**src/rtl/pg_domain_sequencer.sv**
```systemverilog
// Round-robin power-gating sequencer: runs one domain on/off transition at a time with a guard gap.
// Latency: want_on change -> request two cycles later; request drops the cycle after ack or timeout.
// Backpressure: pending domains wait as eligible bits; a silent controller is cut off after ACK_TIMEOUT.
module pg_domain_sequencer #(
  parameter int N_DOM         = 4,
  parameter int SETTLE_CYCLES = 8,
  parameter int ACK_TIMEOUT   = 64,
  parameter int IDXW          = (N_DOM > 2) ? $clog2(N_DOM) : 1
) (
  input  logic             clk,
  input  logic             rst,
  input  logic [N_DOM-1:0] want_on,
  input  logic [N_DOM-1:0] pgc_on_ack,
  input  logic [N_DOM-1:0] pgc_off_ack,
  input  logic [N_DOM-1:0] err_clr,
  output logic [N_DOM-1:0] pgc_on_req,
  output logic [N_DOM-1:0] pgc_off_req,
  output logic [N_DOM-1:0] dom_on,
  output logic [N_DOM-1:0] dom_err,
  output logic             busy,
  output logic [IDXW-1:0]  grant_idx
);

  localparam int CW = $clog2(ACK_TIMEOUT);
  localparam int SW = (SETTLE_CYCLES > 1) ? $clog2(SETTLE_CYCLES) : 1;
  localparam logic [CW-1:0] TO_LAST = CW'(ACK_TIMEOUT - 1);
  localparam logic [SW-1:0] ST_LOAD = SW'((SETTLE_CYCLES > 0) ? SETTLE_CYCLES - 1 : 0);

  typedef enum logic [1:0] {S_IDLE, S_WAIT_ACK, S_SETTLE} state_t;

  state_t           state, state_d;
  logic [N_DOM-1:0] want_q;
  logic [N_DOM-1:0] elig;
  logic [N_DOM-1:0] req_vec;
  logic [N_DOM-1:0] err_set;
  logic [IDXW-1:0]  rr_ptr;
  logic [IDXW-1:0]  rr_next;
  logic [IDXW-1:0]  pick;
  logic [IDXW-1:0]  kk;
  logic             found;
  logic             dir_q;
  logic             ack_hit;
  logic             timeout_hit;
  logic [CW-1:0]    wait_cnt;
  logic [SW-1:0]    settle_cnt;
  int               k;

  // A domain needs work when its target differs from its confirmed state and it is not faulted.
  assign elig        = (want_q ^ dom_on) & ~dom_err;
  assign req_vec     = {{(N_DOM-1){1'b0}}, 1'b1} << grant_idx;
  assign ack_hit     = dir_q ? pgc_on_ack[grant_idx] : pgc_off_ack[grant_idx];
  assign timeout_hit = (wait_cnt == TO_LAST);
  assign rr_next     = (grant_idx == IDXW'(N_DOM - 1)) ? '0 : grant_idx + 1'b1;
  assign err_set     = (state == S_WAIT_ACK && timeout_hit && !ack_hit) ? req_vec : '0;

  // Round-robin search: first eligible domain at or above rr_ptr, wrapping around.
  always_comb begin
    found = 1'b0;
    pick  = rr_ptr;
    k     = 0;
    kk    = '0;
    for (int j = 0; j < N_DOM; j++) begin
      k = int'(rr_ptr) + j;
      if (k >= N_DOM) k = k - N_DOM;
      kk = IDXW'(k);
      if (!found && elig[kk]) begin
        found = 1'b1;
        pick  = kk;
      end
    end
  end

  // State register.
  always_ff @(posedge clk or posedge rst) begin
    if (rst) state <= S_IDLE;
    else     state <= state_d;
  end

  // Next-state and request/busy decode; only the granted domain's request is ever driven.
  always_comb begin
    state_d     = state;
    busy        = 1'b0;
    pgc_on_req  = '0;
    pgc_off_req = '0;
    case (state)
      S_IDLE: begin
        if (found) state_d = S_WAIT_ACK;
      end
      S_WAIT_ACK: begin
        busy = 1'b1;
        if (dir_q) pgc_on_req  = req_vec;
        else       pgc_off_req = req_vec;
        if (ack_hit || timeout_hit)
          state_d = (SETTLE_CYCLES == 0) ? S_IDLE : S_SETTLE;
      end
      S_SETTLE: begin
        busy = 1'b1;
        if (settle_cnt == '0) state_d = S_IDLE;
      end
      default: state_d = S_IDLE;
    endcase
  end

  // Grant capture, wait/settle counters, confirmed state and sticky error flags.
  always_ff @(posedge clk or posedge rst) begin
    if (rst) begin
      want_q     <= '0;
      dom_on     <= '0;
      dom_err    <= '0;
      rr_ptr     <= '0;
      grant_idx  <= '0;
      dir_q      <= 1'b0;
      wait_cnt   <= '0;
      settle_cnt <= '0;
    end else begin
      want_q  <= want_on;
      dom_err <= (dom_err & ~err_clr) | err_set;
      case (state)
        S_IDLE: begin
          if (found) begin
            grant_idx <= pick;
            dir_q     <= want_q[pick];
            wait_cnt  <= '0;
          end
        end
        S_WAIT_ACK: begin
          if (ack_hit || timeout_hit) begin
            if (ack_hit) dom_on[grant_idx] <= dir_q;
            rr_ptr     <= rr_next;
            settle_cnt <= ST_LOAD;
          end else if (wait_cnt != '1) begin
            wait_cnt <= wait_cnt + 1'b1;
          end
        end
        S_SETTLE: begin
          if (settle_cnt != '0) settle_cnt <= settle_cnt - 1'b1;
        end
        default: ;
      endcase
    end
  end

endmodule

```
**config.mk**
```make
export PLATFORM = sky130hd
export DESIGN_NAME = pg_domain_sequencer
export DESIGN_NICKNAME = d
export VERILOG_FILES = /design/src/rtl/pg_domain_sequencer.sv
export SDC_FILE = /design/constraint.sdc
export NUM_CORES = 1
export LEC_CHECK = 0
export CORE_MARGIN = 3
export CORE_UTILIZATION = 54
export CTS_CLUSTER_DIAMETER = 100
export DETAILED_ROUTE_END_ITERATION = 16
export PLACE_DENSITY = 0.85
export SLEW_MARGIN = 20
export SYNTH_ARGS = -nofsm -noshare
export SYNTH_HDL_FRONTEND = slang
export SYNTH_SLANG_ARGS = --single-unit
```
**constraint.sdc**
```tcl
create_clock -name clk -period 3.9 [get_ports clk]
set_input_delay 0.78 -clock clk [delete_from_list [all_inputs] [get_ports clk]]
set_output_delay 0.78 -clock clk [all_outputs]
set_load 0.05 [all_outputs]
```
Yosys cells after proc, flatten, opt, wreduce, memory -nomap -nowiden
Index checks and enable logic that the tools add are counted.

cells by class
  shifts and indexed selects = 1
  mux-type cells = 48
  bitwise gates (word level) = 6
  add/subtract/negate cells = 10
  equal/unequal tests = 11
  reduce and logical (&&, ||, !) cells = 23
  $lt $le $gt $ge = 11

operator list
  kind                                                      count
  2-to-1 mux 2 bit                                          12
  2-to-1 mux 4 bit                                          5
  < comparator 2 x 3 -> 1 bit, second input constant        6
  2-to-1 mux 6 bit                                          3
  binary-select mux 1 bit (select 2 bit)                    7
  2-to-1 mux 1 bit                                          14
  case mux 6 bit (2 select lines)                           1
  greater-or-equal comparator 3 bit, second input constant  3
  AND reduction 3 bit                                       3
  AND 4 bit                                                 2
  inequality test 2 bit, second input constant              4
  NOT 4 bit                                                 2
  subtractor 2 x 1 -> 2 bit, second input constant          4
  adder 2 x 2 -> 3 bit, second input constant               2
  adder 6 x 1 -> 6 bit, second input constant               1
  == test 6 bit, second input constant                      1
  logical AND 1 bit                                         6
  2-to-1 mux 3 bit                                          2
  inequality test 6 bit, second input constant              1
  case mux 2 bit (3 select lines)                           1
  case mux 3 bit (2 select lines)                           1
  bitwise mux 4 bit                                         1
  == test 2 bit, second input constant                      2
  logical NOT 1 bit                                         4
  19 further kinds                                          22

storage, ports and cells
  logic and storage cells = 119
  register bits = 28
  input port bits = 18
  output and inout port bits = 19

Logic depth before layout (Yosys ltp)
Gate-level depths: netlist of run 1.

  word-level depth = 16
  mapped depth = 8
  mapped depth without buffers = 7

Least setup slack after synthesis of run 1
OpenSTA, ideal clock, no wires.

  kind = register to register
  from = reg grant_idx[0]
  to = reg dom_on[0]
  stages on the path, launching flop included = 6
  slack = 1.515 ns
  data required time = 3.775 ns
  arrival time = 2.260 ns
  cells stage by stage = dfrtp_1 mux4_1 mux2i_4 and2b_2 nand2_1 mux2_2

between the ends
  longest elaborated chain between the ends = 5
  elaborated cells between the ends (all ways) = 13
  classes of those cells = 2 x order compare; 8 x mux; 3 x reduce/logical

RTL lines
  item                                                                                RTL line  RTL
  start: declaration                                                                  21        output logic [IDXW-1:0] grant_idx
  start signal: assignment                                                            121       grant_idx <= pick;
  < comparator 2 x 3 -> 1 bit (implied by the code) (tied with other cells)           128       if (ack_hit) dom_on[grant_idx] <= dir_q;
  logical AND 1 bit (implied by the code) / 2-to-1 mux 1 bit (equally long branches)  128, 51
  2-to-1 mux 1 bit (on tied branches)                                                 128, 51
  demux 1 bit (select 2 bit) / logical OR 1 bit (equally long branches)               128, 127
  bitwise mux 4 bit / AND reduction 3 bit (equally long branches)                     --
  end signal: indexed assignment                                                      128
  end: declaration                                                                    18        output logic [N_DOM-1:0] dom_on,

Several ways; a longest one is shown, not always the timed one. The select of a mux whose other input is x is not followed.
A chain may end at the register's enable or synchronous reset.

Worst setup path in the final report of run 1
  from = reg state[1]
  to = out pgc_off_req[0]

between the ends
  longest elaborated chain between the ends = 2

RTL lines
  item                      RTL line  RTL
  start: declaration        31        state_t state, state_d;
  start signal: assignment  76        else state <= state_d;
  == test 2 x 1 -> 1 bit    85        case (state)
  2-to-1 mux 4 bit          85
  end: declaration          17        output logic [N_DOM-1:0] pgc_off_req,

Every way passes these cells.

==> impl_metrics.tcl, run 1 <==
set metrics [dict create \
    intPower_mw 0.775 \
    p_sw_mw 0.749 \
    drt-initial-drc-count 78 \
    power.share.switching_pct 49.2 \
    antenna_found_initial 0 \
    boundaryPins 37 \
    die_h_um 61.3 \
    ir_worst_vdd_v 0.000669 \
    grt_max_degree 29 \
    combPwrFrac_pct 62.0 \
    slew_headroom_pct 60.7 \
    synthCells 166 \
    maxSlewViolCount 0 \
    cts_buffers 3 \
    cts_tree "built" \
    p_leak_nw 0.918 \
    fin_skew_ns 0.00693 \
    async_reset_ff_share_pct 100 \
    cpPeakStageDelay_ns 0.81 \
    tns_ns 0 \
    start_kind "flop" \
    crit_chain "inv_1, ha_1, nor2b_1, and2_1, clkdlybuf4s50_1" \
    hp-class "flop to flop" \
    syn-cell-area_mm2 0.00165 \
    synthDistinctLibCells 37 \
    p_per_area_mw_per_mm2 744 \
    cts-htree-levels 1 \
    gp_congestion 0.917 \
    grt_first_pass_wirelength_um 5930 \
    maxCapViolations 0 \
    cts_setup_buffers 0 \
    vias_per_cell 5.76 \
    period_share_pct 85.7 \
    first_pass_iters 4 \
    syn_to_final_growth_pct 24.2 \
    required_ns 3.12 \
    syn_area_per_cell_um2 9.93 \
    overflow 0 \
    dieArea_mm2 0.00375 \
    core_mm2 0.00283 \
    wirelength_um 3680 \
    avgRoutedWirePerCell_um 15.8 \
    yosysSeqAreaShare_pct 42.5 \
    antenna_cells 0 \
    seq_power_share_pct 30.5 \
    fmax_ghz 0.299 \
    clockBufferDepth 2 \
    totalPowerFinal_mw 1.52 \
    clk_latency_ns 0.32 \
    vias 1343 \
    hpwlAfterDp_um 2840 \
    cts_root_buf "clkbuf_4" \
    cts_resized 0 \
    cp_max_fo 16 \
    fp.dieW_um 61.3 \
    drc 0 \
    cts_sinks 28 \
    ant_nets 0 \
    io_buffers 36 \
    num_rows 19 \
    path_class "flop to output pin" \
    crit_slowest_cell "clkdlybuf4s50_1" \
    p_clk_share_pct 7.6 \
    grt_pass1_vias 1308 \
    ys_seq_elements 28 \
    hold_viol 0 \
    yosysWarnings 0 \
    rsz0062_at_grt "no" \
    worstMarginPinSlew_ns 0.588 \
    cp.arrival_ns 2.56 \
    layout-drive-gt1-share_pct 7.92 \
    synth_edf_count 0 \
    crit_path_end_kind "output pin" \
    cts_hold_buffers 0 \
    track_usage_pct 21.3 \
    initial_core_util_pct 58.3 \
    synth_ff_type "dfrtp_1" \
    layout_min_cycle_time_ns 3.34 \
    setup_viol 0 \
    synthesis.nets 194 \
    status "finished clean" \
    clk_pin_slew_ns 0.14 \
    fin_nets 232 \
]
## routing by layer
metal | GRT usage [%] | up-vias | routed length, µm
met4 | 7.12 | 0 | 47
met2 | 34.6 | 48 | 1740
met5 | 0 | - | 0
li1 | - | 651 | -
met1 | 29.0 | 638 | 1670
met3 | 3.35 | 6 | 220
## stage by stage
| stage | cells | cell area, µm² | util, % | hold slack [ns] | worst slack [ns] |
|---|---|---|---|---|---|
| 2_1_floorplan | 166 | 1650 | - | 0.485 | 1.52 |
| 3_3_place_gp | 230 | 2030 | 71.6 | 0.498 | 1.05 |
| 3_5_place_dp | 230 | 2030 | 71.6 | 0.506 | 0.941 |
| 4_1_cts | 233 | 2050 | 72.4 | 0.539 | 0.550 |
| 5_1_grt | 233 | 2050 | 72.4 | 0.569 | 0.416 |
| 6_report | 233 | 2050 | 72.4 | 0.540 | 0.559 |
## cell usage in the layout (no fill, tap or decap), types with 3 or more instances in the layout
| cell | count |
|---|---|
| a211oi_1 | 3 |
| a21oi_1 | 4 |
| a31oi_1 | 3 |
| and2_1 | 4 |
| and3_1 | 5 |
| clkbuf_4 | 3 |
| clkdlybuf4s50_1 | 36 |
| dfrtp_1 | 28 |
| ha_1 | 10 |
| inv_1 | 21 |
| mux2_2 | 6 |
| nand2_1 | 12 |
| nand3_1 | 9 |
| nor2_1 | 12 |
| o21ai_0 | 5 |
| o221ai_1 | 4 |
| o22ai_1 | 6 |
| xnor2_1 | 7 |
## critical path, delay by kind of cell (launching register included)
kind                       cells  cell delay [ns]
adders and majority gates      1             0.48
DFF                            1             0.42
and+or+nand+nor                2             0.45
buffers and inverters          2             0.89
## state kept, by name, summed over array words and instances (netlist names)
register and count:
dir_q 1, grant_idx 2, dom_on 4, want_q 4, dom_err 4, wait_cnt 6, state 2, settle_cnt 3
rr_ptr 2
## logic make-up (layout without fill, tap and decap cells)
family	Yosys count	count (layout)	synth area share, %
buf+inv	25	61	6.37
xor+xnor	7	7	3.72
compound gates	34	34	14.7
simple gates	51	51	15.3
fa+ha+maj	10	10	7.59
mux	11	11	9.86
flops	28	28	42.5
## layout make-up
class | instances | area [µm²]
repair buffers | 36 | 360
fillers | 203 | 781
clock buffers | 3 | 22.5
multi-input cells | 113 | 843
flip-flops and latches | 28 | 701
well taps | 31 | 38.8
inverters | 22 | 82.6
## path summary, 6_finish.rpt
kind / startpoint / slack [ns] / cells past startpoint / end
worst min register to register: settle_cnt[0]$_DFFE_PP0P_ / 0.54 / 1 / settle_cnt[0]$_DFFE_PP0P_
worst max register to register: grant_idx[0]$_DFFE_PP0P_ / 1.65 / 5 / dom_on[1]$_DFFE_PP0P_
min in group asynchronous: rst / 0.82 / 2 / dom_on[3]$_DFFE_PP0P_
worst min-delay path: settle_cnt[0]$_DFFE_PP0P_ / 0.54 / 1 / settle_cnt[0]$_DFFE_PP0P_
max in group asynchronous: rst / 2.69 / 2 / dom_err[3]$_DFF_PP0_
worst max-delay path: state[1]$_DFFE_PP0P_ / 0.56 / 5 / pgc_off_req[0]
## Yosys cell counts, types with 2 or more instances
library cell / n / area (µm²)
o31ai_1: 2 / 15.0
a211oi_1: 3 / 22.5
and3_1: 5 / 31.3
o22ai_1: 6 / 37.5
dfrtp_1: 28 / 701
nor2_1: 12 / 45.0
mux2_2: 6 / 67.6
o21ai_0: 5 / 25.0
a31oi_1: 3 / 18.8
ha_1: 10 / 125
a21oi_1: 4 / 20.0
and2b_2: 2 / 17.5
xnor2_1: 7 / 61.3
inv_1: 22 / 82.6
mux2i_1: 2 / 20.0
mux4_1: 2 / 52.6
nand2_1: 12 / 45.0
or2_2: 2 / 12.5
o221ai_1: 4 / 35.0
and2_1: 4 / 25.0
nand3_1: 9 / 45.0
## power groups by stage
stage          combinational, mW  sequential, mW  clock (mW)
4_1_cts                    0.938           0.463       0.121
6_report                   0.945           0.464       0.115
3_5_place_dp               0.934           0.469           0
3_3_place_gp               0.901           0.464           0
5_1_grt                     1.02           0.480       0.133
2_1_floorplan              0.630           0.539           0
(Power assumes the default switching activity.)
==> inputs of run 2 (changes only) <==
--- a/config.mk
+++ b/config.mk
@@ -5,11 +5,10 @@
 export SDC_FILE = /design/constraint.sdc
 export NUM_CORES = 1
 export LEC_CHECK = 0
-export CORE_MARGIN = 3
-export CORE_UTILIZATION = 54
+export CORE_MARGIN = 5
+export CORE_UTILIZATION = 30
 export CTS_CLUSTER_DIAMETER = 100
 export DETAILED_ROUTE_END_ITERATION = 16
-export PLACE_DENSITY = 0.85
 export SLEW_MARGIN = 20
 export SYNTH_ARGS = -nofsm -noshare
 export SYNTH_HDL_FRONTEND = slang
==> run 2 against run 1 <==
Against the previous run: first-iteration DRC count down 37%; total power up 7.7%; critical endpoint is now pgc_off_req[2]; hold slack worse by 0.019 ns; wire length up 1.5%; flip-flop and latch count unchanged; register-to-register slack worse by 0.02 ns; cell count up 18%.
==> impl_metrics.tcl, run 2 (synthesis gave the netlist of run 1 again) <==
set metrics [dict create \
    vias_per_cell 4.64 \
    antenna_found_initial 0 \
    fin_skew_ns 0.00215 \
    layout-drive-gt1-share_pct 8.37 \
    vias 1277 \
    use_met1_pct 15.0 \
    grt_first_pass_wirelength_um 6070 \
    cts_sinks 28 \
    drc 0 \
    cts_root_buf "clkbuf_8" \
    largest_reg_flops 6 \
    dieArea_mm2 0.00708 \
    cts_setup_buffers 0 \
    hp-class "flop to flop" \
    mostFrequentLayoutCell "clkdlybuf4s50_1" \
    crit_path_end_kind "output pin" \
    top_usage_layer "met2" \
    cts_tree "built" \
    fin_util_pct 39.5 \
    intPower_mw 0.876 \
    maxCapViolations 0 \
    slew_headroom_pct 57.8 \
    cts_buffers 3 \
    io_buffers 36 \
    p_per_area_mw_per_mm2 764 \
    rsz0062_at_grt "no" \
    cts_hold_buffers 0 \
    totalPowerFinal_mw 1.64 \
    num_rows 27 \
    combPwrFrac_pct 57.5 \
    tns_ns 0 \
    fmax_ghz 0.303 \
    ant_nets 0 \
    clockBufferDepth 2 \
    path_class "flop to output pin" \
    ir_worst_vdd_v 0.000466 \
    boundaryPins 37 \
    antenna_cells 0 \
    layout_min_cycle_time_ns 3.30 \
    avgRoutedWirePerCell_um 13.6 \
    p_clk_share_pct 14.2 \
    syn_to_final_growth_pct 30.3 \
    cp.arrival_ns 2.52 \
    setup_viol 0 \
    hpwlAfterDp_um 2850 \
    status "finished clean" \
    layout_common_cells "clkdlybuf4s50_1 (36), dfrtp_1 (28), inv_1 (21)" \
    track_usage_pct 10.7 \
    hold_viol 0 \
    regMostFlops "wait_cnt" \
    p_leak_nw 0.940 \
    cts_resized 0 \
    die_h_um 84.1 \
    fin_nets 232 \
    required_ns 3.12 \
    cts-htree-levels 1 \
    hold_slack_ns 0.521 \
    power.share.switching_pct 46.7 \
    gr-usage-met3_pct 3.14 \
    cp_max_fo 16 \
    worstMarginPinSlew_ns 0.632 \
    maxSlewViolCount 0 \
    start_kind "flop" \
    seq_power_share_pct 28.3 \
    fp.dieW_um 84.1 \
    clk_pin_slew_ns 0.10 \
    drt-initial-drc-count 49 \
    overflow 0 \
    period_share_pct 84.7 \
    core_mm2 0.00544 \
    first_pass_iters 4 \
    grt_pass1_vias 1220 \
    p_sw_mw 0.766 \
    grt_use_met2_pct 16.4 \
    initial_core_util_pct 30.3 \
    wirelength_um 3730 \
    grt_max_degree 29 \
    clk_latency_ns 0.28 \
    gp_congestion 0.785 \
]
-- run 2: cell types whose count changed in the layout (fill, tap and decap cells not counted), sizes merged --
cell    change
bufinv      +1
-- run 2: power by group through the flow --
stage / combinational, mW / clock (mW) / sequential [mW]
2_1_floorplan: 0.630 / 0 / 0.539
3_3_place_gp: 0.937 / 0 / 0.466
3_5_place_dp: 0.942 / 0 / 0.469
4_1_cts: 0.948 / 0.238 / 0.464
5_1_grt: 1.02 / 0.251 / 0.480
6_report: 0.944 / 0.233 / 0.464
-- run 2: path summary, 6_finish.rpt --
kind	from	end	slack [ns]	depth (start not counted)
max in group asynchronous	rst	wait_cnt[4]$_DFFE_PP0P_	2.64	2
max	state[1]$_DFFE_PP0P_	pgc_off_req[2]	0.60	5
min reg2reg	settle_cnt[0]$_DFFE_PP0P_	settle_cnt[0]$_DFFE_PP0P_	0.52	1
max reg2reg	grant_idx[0]$_DFFE_PP0P_	dom_on[0]$_DFFE_PP0P_	1.63	5
min	settle_cnt[0]$_DFFE_PP0P_	settle_cnt[0]$_DFFE_PP0P_	0.52	1
min in group asynchronous	rst	settle_cnt[0]$_DFFE_PP0P_	0.87	2
-- run 2: area by class of cell --
type,instances,area (µm²)
fill,525,3290
multi-input combinational,113,843
sequential,28,701
timing repair buffer,36,360
tap,72,90.1
inverter,22,82.6
clock buffer,3,41.3
clock inverter,1,30.0
-- run 2: worst max-delay path: stages, from the launching register on --
cell and delay [ns]:
dfrtp_1 0.41, inv_1 0.09, ha_1 0.46, nor2b_1 0.30, and2_1 0.18, clkdlybuf4s50_1 0.80
-- run 2: stage by stage --
step	cells	worst slack, ns	instance area, µm²
final	275	0.595	2150
after global routing	275	0.431	2150
after CTS	275	0.588	2150
after detailed placement	271	0.930	2080
after global placement	271	0.955	2080
after floorplan	166	1.52	1650
-- run 2: per-layer routing --
metal	wire length (µm)	part of all wire [%]
met4	22	0.59
met3	160	4.3
met5	0	0
met2	1630	44
met1	1930	52
==> inputs of run 3 (changes only) <==
==> constraint.sdc (replaced) <==
create_clock -name clk -period 2.84 [get_ports clk]
set_input_delay 0.568 -clock clk [delete_from_list [all_inputs] [get_ports clk]]
set_output_delay 0.568 -clock clk [all_outputs]
set_load 0.05 [all_outputs]
==> run 3 against run 2 <==
Against the previous run: non-clock buffer count increased by 2; via count increased by 2.7%; hold slack improved by 0.0018 ns; combinational power increased by 41%; critical path depth decreased by 2; count of clock-buffer cells in the layout unchanged; clock skew increased by 0.0043 ns; core utilization increased by 0.60 points; first-iteration DRC count increased by 59%; final area increased by 1.5%; sequential power increased by 38%; critical path type unchanged.
==> impl_metrics.tcl, run 3 (synthesis gave the netlist of run 1 again) <==
set metrics [dict create \
    layout_min_cycle_time_ns 2.38 \
    combPwrFrac_pct 58.1 \
    start_kind "flop" \
    fin_skew_ns 0.00648 \
    tns_ns 0 \
    initial_core_util_pct 30.3 \
    cts_setup_buffers 0 \
    layout_common_cells "dfrtp_1 (28), clkdlybuf4s50_1 (28), inv_1 (22)" \
    cts_root_buf "clkbuf_8" \
    first_pass_iters 4 \
    period_share_pct 83.7 \
    cts_sinks 28 \
    cp_max_fo 3 \
    cts_tree "built" \
    final_cell_area_mm2 0.00218 \
    num_rows 27 \
    p_sw_mw 1.06 \
    ir_worst_vdd_v 0.000569 \
    cts_buffers 3 \
    maxSlewViolCount 0 \
    crit_path_end_kind "output pin" \
    num-fill-cells 531 \
    ant_nets 0 \
    track_usage_pct 11.2 \
    p_leak_nw 0.975 \
    clk_pin_slew_ns 0.10 \
    slew_headroom_pct 55.2 \
    cp.arrival_ns 1.81 \
    setup_viol 0 \
    cts-htree-levels 1 \
    antenna_found_initial 0 \
    syn_to_final_growth_pct 32.2 \
    layoutNonFillerInstCount 277 \
    grt_first_pass_wirelength_um 6470 \
    maxCapViolations 0 \
    hpwlAfterDp_um 2960 \
    core_mm2 0.00544 \
    rsz0062_at_grt "no" \
    seq_power_share_pct 28.0 \
    grt_pass1_vias 1318 \
    drt-initial-drc-count 78 \
    required_ns 2.27 \
    place_ws_ns 0.247 \
    fmax_ghz 0.421 \
    io_buffers 36 \
    vias 1312 \
    p_clk_share_pct 13.9 \
    layout-drive-gt1-share_pct 12.7 \
    status "finished clean" \
    avgRoutedWirePerCell_um 13.9 \
    power.share.switching_pct 46.4 \
    boundaryPins 37 \
    placed_cell_area_mm2 0.00211 \
    dieArea_mm2 0.00708 \
    hp-class "flop to flop" \
    gp_congestion 0.749 \
    largest_reg_flops 6 \
    wirelength_um 3850 \
    p_per_area_mw_per_mm2 1050 \
    hold_viol 0 \
    drc 0 \
    placedCellCount 273 \
    setup_slack_ns 0.462 \
    totalPowerFinal_mw 2.29 \
    die_h_um 84.1 \
    hold_slack_ns 0.523 \
    clk_latency_ns 0.28 \
    clockBufferDepth 2 \
    regMostFlops "wait_cnt" \
    multi_input_area_um2 843 \
    vias_per_cell 4.74 \
    path_class "flop to output pin" \
    cts_hold_buffers 0 \
    fin_nets 234 \
    fin_util_pct 40.1 \
    overflow 0 \
    grt_max_degree 29 \
    antenna_cells 0 \
    worstMarginPinSlew_ns 0.669 \
    fp.dieW_um 84.1 \
    cts_resized 0 \
    intPower_mw 1.23 \
    seq_area_um2 701 \
]
[run 3: changes by cell type in the layout (fill, tap and decap cells not counted), sizes merged]
cell,previous run,this run
buf,0,10
clkdlybuf4s50,36,28
[run 3: path summary, 6_finish.rpt]
| path | slack, ns | to | start | cells after the start |
|---|---|---|---|---|
| setup / recovery | 0.46 | busy | state[1]$_DFFE_PP0P_ | 3 |
| hold / removal | 0.52 | settle_cnt[0]$_DFFE_PP0P_ | settle_cnt[0]$_DFFE_PP0P_ | 1 |
| setup reg to reg | 0.59 | dom_on[0]$_DFFE_PP0P_ | grant_idx[0]$_DFFE_PP0P_ | 5 |
| hold reg to reg | 0.52 | settle_cnt[0]$_DFFE_PP0P_ | settle_cnt[0]$_DFFE_PP0P_ | 1 |
| max in group asynchronous | 1.92 | settle_cnt[1]$_DFFE_PP0P_ | rst | 3 |
| min in group asynchronous | 0.65 | rr_ptr[1]$_DFFE_PP0P_ | rst | 3 |
[run 3: power groups by stage]
| stage | sequential, mW | combinational [mW] | clock (mW) |
|---|---|---|---|
| detailed placement | 0.648 | 1.34 | 0 |
| global placement | 0.647 | 1.32 | 0 |
| finish | 0.640 | 1.33 | 0.319 |
| CTS | 0.638 | 1.34 | 0.329 |
| global route | 0.662 | 1.44 | 0.341 |
| floorplan | 0.740 | 0.866 | 0 |
[run 3: critical path, stage by stage, from the launching register on]
cell	delay (ns)
dfrtp_1	0.39
inv_1	0.07
ha_1	0.27
clkdlybuf4s50_1	0.80
[run 3: layout make-up]
cell class,instances,area share (%)
Multi-Input combinational cell,113,38.7
Sequential cell,28,32.1
Timing Repair Buffer,38,18.0
Tap cell,72,4.13
Inverter,22,3.79
Clock buffer,3,1.89
Clock inverter,1,1.38
[run 3: layer usage]
metal,track usage [%],part of all wire (%),vias up
met5,0,0,-
met4,2.78,1.5,0
met3,3.04,5.5,8
met2,17.7,45,34
met1,15.3,48,613
li1,-,-,657
